[config.mk]
export PLATFORM = sky130hd
export DESIGN_NAME = sipo_buf_param
export DESIGN_NICKNAME = d
export VERILOG_FILES = /design/src/rtl/sipo_buf_param.sv
export SDC_FILE = /design/constraint.sdc
export NUM_CORES = 2
export LEC_CHECK = 0
export BUFFER_PORTS_ARGS = -buffer_cell sky130_fd_sc_hd__buf_2
export CAP_MARGIN = 5
export CORE_ASPECT_RATIO = 1.75
export CORE_MARGIN = 2
export CORE_UTILIZATION = 55
export CTS_CLUSTER_DIAMETER = 150
export CTS_CLUSTER_SIZE = 10
export DETAILED_ROUTE_END_ITERATION = 16
export PLACE_DENSITY = 0.8
export SKIP_LAST_GASP = 1
export SLEW_MARGIN = 10
export SYNTH_ARGS = -nofsm -noshare
export SYNTH_HDL_FRONTEND = slang
export SYNTH_SLANG_ARGS = --single-unit
[constraint.sdc]
create_clock -name clk -period 10.6 [get_ports clk]
set_clock_uncertainty 0.1 [all_clocks]
set_input_delay 1.59 -clock clk [delete_from_list [all_inputs] [get_ports clk]]
set_output_delay 1.59 -clock clk [all_outputs]
set_load 0.005 [all_outputs]
[src/rtl/sipo_buf_param.sv]
// sipo_buf_param: serial-in/parallel-out word buffer with a valid/ready readout.
// Serial bits are packed into DATA_W-bit words (optionally flushed early,
// zero padded) and stored in a DEPTH-entry circular buffer. Words are read
// out through a registered output port.
// Optional build macro: SIPOBUF_CIRC_EN -- a commit while full overwrites the
// oldest stored word instead of dropping the new one.
module sipo_buf_param #(
  parameter int DATA_W    = 32,
  parameter int DEPTH     = 64,
  parameter int ADDR_W    = 6,
  parameter bit MSB_FIRST = 1'b1
) (
  input  logic              clk,
  input  logic              reset,
  input  logic              sin,
  input  logic              sin_valid,
  input  logic              flush,
  output logic [DATA_W-1:0] pout,
  output logic              pout_valid,
  input  logic              pout_ready,
  output logic [ADDR_W:0]   count,
  output logic              full,
  output logic              empty,
  output logic              ovf,
  input  logic              clr_ovf
);

  localparam int BW = $clog2(DATA_W) + 1;

  logic [DATA_W-1:0] mem [DEPTH];
  logic [DATA_W-1:0] sreg, shv, word, mem_q;
  logic [BW-1:0]     bitcnt, nbits, pad;
  logic [ADDR_W-1:0] wptr, rptr;
  logic              rd_vld;
  logic              commit, rd, ovf_evt, wr_en, rp_inc, cnt_up;

  assign full  = (count == (ADDR_W+1)'(DEPTH));
  assign empty = (count == '0) && !pout_valid;

  // Shift/commit decode, read issue and overflow handling.
  always_comb begin
    shv     = sreg;
    if (sin_valid) begin
      if (MSB_FIRST) shv = {sreg[DATA_W-2:0], sin};
      else           shv = {sin, sreg[DATA_W-1:1]};
    end
    nbits   = bitcnt + BW'(sin_valid);
    pad     = BW'(DATA_W) - nbits;
    // Left-align (MSB first) or right-align (LSB first) the received bits.
    word    = MSB_FIRST ? (shv << pad) : (shv >> pad);
    commit  = (sin_valid && (bitcnt == BW'(DATA_W-1))) ||
              (flush && (bitcnt != '0 || sin_valid));
    // One read in flight at a time; the output slot must be free or freeing.
    rd      = (count != '0) && !rd_vld && (!pout_valid || pout_ready);
    ovf_evt = commit && full && !rd;
`ifdef SIPOBUF_CIRC_EN
    wr_en   = commit;
    rp_inc  = rd || ovf_evt;
    cnt_up  = commit && !ovf_evt;
`else
    wr_en   = commit && !ovf_evt;
    rp_inc  = rd;
    cnt_up  = wr_en;
`endif
  end

  // Serial assembly register and bit counter.
  always_ff @(posedge clk) begin
    if (!reset) begin
      sreg   <= '0;
      bitcnt <= '0;
    end else if (commit) begin
      sreg   <= '0;
      bitcnt <= '0;
    end else if (sin_valid) begin
      sreg   <= shv;
      bitcnt <= bitcnt + 1'b1;
    end
  end

  // Buffer storage; read-first so a full-buffer read and write can share a slot.
  always_ff @(posedge clk) begin
    if (wr_en) mem[wptr] <= word;
    if (rd)    mem_q     <= mem[rptr];
  end

  // Pointers, occupancy and sticky overflow.
  always_ff @(posedge clk) begin
    if (!reset) begin
      wptr  <= '0;
      rptr  <= '0;
      count <= '0;
      ovf   <= 1'b0;
    end else begin
      if (wr_en)  wptr <= wptr + 1'b1;
      if (rp_inc) rptr <= rptr + 1'b1;
      if (cnt_up && !rd)      count <= count + 1'b1;
      else if (!cnt_up && rd) count <= count - 1'b1;
      if (ovf_evt)      ovf <= 1'b1;
      else if (clr_ovf) ovf <= 1'b0;
    end
  end

  // Output register: load the word read last cycle, drop valid on accept.
  always_ff @(posedge clk) begin
    if (!reset) begin
      rd_vld     <= 1'b0;
      pout       <= '0;
      pout_valid <= 1'b0;
    end else begin
      rd_vld <= rd;
      if (rd_vld) begin
        pout       <= mem_q;
        pout_valid <= 1'b1;
      end else if (pout_valid && pout_ready) begin
        pout_valid <= 1'b0;
      end
    end
  end

endmodule

==> results.py <==
metrics = {
    "outcome": {
        "status": "finished clean",
    },
    "synth": {
        "synth_compound_area_share_pct": 2.91,
        "synth-adder-area-share_pct": 0.330,
        "synthMuxAreaShare_pct": 17.6,
        "ys_seq_area_share_pct": 75.0,
        "ys_warn_count": 0,
        "synthSimpleGateAreaFrac_pct": 2.27,
        "synth_edf_count": 2080,
        "synth_nets": 4168,
        "netlist_area_mm2": 0.0857,
        "synth_top_family_by_area": "multiplexers",
        "synth_xor_area_share_pct": 0.235,
        "synth_ff_type": "edfxtp_1",
        "ys_async_sr_fraction_pct": 0,
        "yosys.cell_types.count": 70,
        "synth_seq_cells": 2172,
        "syn_inst": 4139,
        "avgSynthCellArea_um2": 20.7,
    },
    "floorplanning": {
        "die_h_um": 526,
        "io_pins": 50,
        "rows": 191,
        "start_util_pct": 55.3,
        "floorplan.core_area_mm2": 0.155,
        "dieArea_mm2": 0.159,
        "die_w_um": 302,
    },
    "pwr": {
        "swShare_pct": 26.6,
        "pwr-share-comb_pct": 18.7,
        "p_switching_uw": 5610,
        "powerDensity_mw_per_mm2": 219,
        "p_int_uw": 15500,
        "peakVddDrop_uv": 330,
        "power_leakage_uw": 0.0293,
        "power.clock.fraction_pct": 35.1,
        "p_seq_share_pct": 46.2,
    },
    "clocking": {
        "max-clock-path-buffers": 4,
        "cts_buffers": 243,
        "ctsHoldBuffers": 0,
        "cts_tree": "yes",
        "clock_sinks": 2172,
        "h-tree-depth": 4,
        "cts_setup_buffers": 0,
        "root_buffer": "clkbuf_16",
        "clock_latency_ns": 0.90,
        "cts_resized": 0,
        "clk_pin_slew_ns": 0.05,
    },
    "place": {
        "dpl.hpwl_mm": 126,
        "gp_congestion": 0.884,
        "portBuffers": 49,
    },
    "drt": {
        "avgViaCountPerCell": 7.02,
        "drc": 0,
        "wl_mm": 246,
        "drt_iter0_markers": 6840,
        "drt_first_pass_iters": 8,
        "wl_per_cell_um": 37.8,
        "route.vias.total": 45600,
        "ant_nets": 0,
    },
    "grt": {
        "grt_overflow": 0,
        "grt_pass1_wl_mm": 347,
        "antenna_found_initial": 8,
        "grtUsageTotal_pct": 31.2,
        "grt_pass1_vias": 47100,
        "grt_max_degree": 104,
    },
    "sta": {
        "fin_setup_tns_ns": 0,
        "post-route-period-util_pct": 54.8,
        "rsz0062_at_grt": "false",
        "hold_ws_ns": 0.395,
        "setup_viol": 0,
        "drv_slew": 0,
        "finalCriticalPeriod_ns": 5.81,
        "max_freq_mhz": 172,
        "worst_slew_pin_slew_ns": 1.42,
        "finalHoldViolCount": 0,
        "relSlewSlack_pct": 4.20,
    },
    "worst_setup_path": {
        "crit_required_ns": 11.09,
        "cp_num_buf_inv": 7,
        "cp.arrival_ns": 6.30,
        "cp_cell_sequence": "buf_4 > inv_1 > buf_4 > ha_2 > ha_1 > inv_1 > ha_1 > buf_4 > inv_1 > mux4_2 > o22ai_1 > o21ai_1 > o221ai_4 > buf_4",
        "crit_slowest_cell": "o221ai_4",
        "critPathKind": "in -> reg",
        "start_kind": "primary input",
        "critPathMaxFanout": 35,
        "cp-end-kind": "register",
        "crit_top_cell": "buf_4",
        "cpPeakStageDelay_ns": 0.77,
        "path_delay_family": "buffers and inverters",
    },
    "hold_path": {
        "hp-class": "reg -> reg",
    },
    "cells_and_area": {
        "fin_nets": 4382,
        "drive_gt1_share_pct": 25.1,
        "area_growth_pct": 12.0,
        "postLayoutCoreUtil_pct": 62.0,
    },
    "job": {
        "maxCapViolCount": 0,
    },
}
[area by class of cell]
cell class                      count  area (um^2)
Sequential cell                  2172        64300
Fill cell                        9648        58800
Multi-Input combinational cell   1699        20900
Clock buffer                      362         6610
Tap cell                         2026         2530
Timing Repair Buffer              215         1550
Inverter                           22         87.6
Clock inverter                      2         17.5
Antenna cell                        6         15.0
[per-layer routing]
| metal | part of all wire, % | track usage, % | wire (um) |
|---|---|---|---|
| met3 | 11 | 6.79 | 27300 |
| met2 | 49 | 51.0 | 120000 |
| met1 | 29 | 34.9 | 72200 |
| met5 | 0.012 | 0 | 30 |
| met4 | 11 | 26.2 | 26300 |
[worst register-to-register path: cells and delay by family, from the launching register on]
family,cells,cell delay (ns)
simple gates,1,0.89
buf+inv,3,1.77
flops,1,0.83
compound gates,1,0.19
mux,2,0.97
[cell families after synthesis]
kind of cell	after synthesis
xor+xnor	23
simple gates	426
flops	2172
mux	860
buf+inv	268
compound gates	368
fa+ha+maj	22
[layout by cell type, fill, tap and decap left out, drive strengths merged, types with 44 or more instances in the layout]
cell and instances:
clkbuf 362, a21oi 69, o221ai 48, mux2i 330
buf 214, o21ai 76, dfxtp 92, mux4 513
nor2b 44, edfxtp 2080, nor2 168, nand2 118
[power by group through the flow]
| stage | registers (uW) | clock network (uW) | logic, uW |
|---|---|---|---|
| after floorplan | 9820 | 0 | 2770 |
| after global placement | 9890 | 0 | 3700 |
| after detailed placement | 9900 | 0 | 3760 |
| after CTS | 9730 | 7400 | 3870 |
| after global routing | 9740 | 7690 | 4080 |
| final | 9730 | 7390 | 3950 |
[worst paths after layout]
kind / start / endpoint / slack (ns) / cells past startpoint
worst min register to register: sreg[31] / sreg[31] / 0.39 / 2
worst min-delay path: sreg[31] / sreg[31] / 0.39 / 2
worst max register to register: rptr[1] / mem_q[15] / 5.59 / 7
worst max-delay path: sin_valid / mem[17][29] / 4.79 / 14
[Yosys cell counts (8+ instances only)]
master / instances / area, um^2
a2111oi_0: 17 / 149
xnor2_1: 20 / 175
dfxtp_1: 92 / 1840
nand3_1: 16 / 80.1
buf_2: 80 / 400
mux2i_1: 330 / 3300
and2_1: 21 / 131
ha_1: 21 / 263
a31oi_1: 8 / 50.1
o221ai_1: 48 / 420
buf_6: 27 / 304
mux2_2: 15 / 169
edfxtp_1: 2080 / 62500
a211oi_1: 14 / 105
nand2_1: 117 / 439
nor3_1: 17 / 85.1
and3_1: 9 / 56.3
nor2_1: 167 / 627
mux4_2: 513 / 11600
o211ai_1: 9 / 67.6
o22ai_1: 41 / 257
buf_1: 17 / 63.8
a31o_1: 8 / 70.1
nor2b_1: 44 / 275
o21ai_0: 40 / 200
clkbuf_1: 93 / 349
a21oi_1: 69 / 345
a221oi_1: 15 / 131
a22oi_1: 14 / 105
o21ai_1: 36 / 180
buf_4: 28 / 210
inv_1: 18 / 67.6
o31ai_1: 8 / 60.1
[registers in the layout, indices dropped and copies added (netlist names)]
signal      flops
pout_valid      1
pout           32
sreg           32
rptr            6
ovf             1
mem_q          32
rd_vld          1
count           7
bitcnt          6
mem          2048
wptr            6
[metrics by stage]
step	cells	power (uW)	setup slack, ns	instance area (um^2)
6_report	6504	21100	4.79	96000
5_1_grt	6499	21500	4.48	96000
4_1_cts	6496	21000	4.85	95900
3_5_place_dp	6132	13700	4.00	89300
3_3_place_gp	6131	13600	4.13	89300
2_1_floorplan	4139	12600	1.54	85700
(Power assumes the default switching activity.)
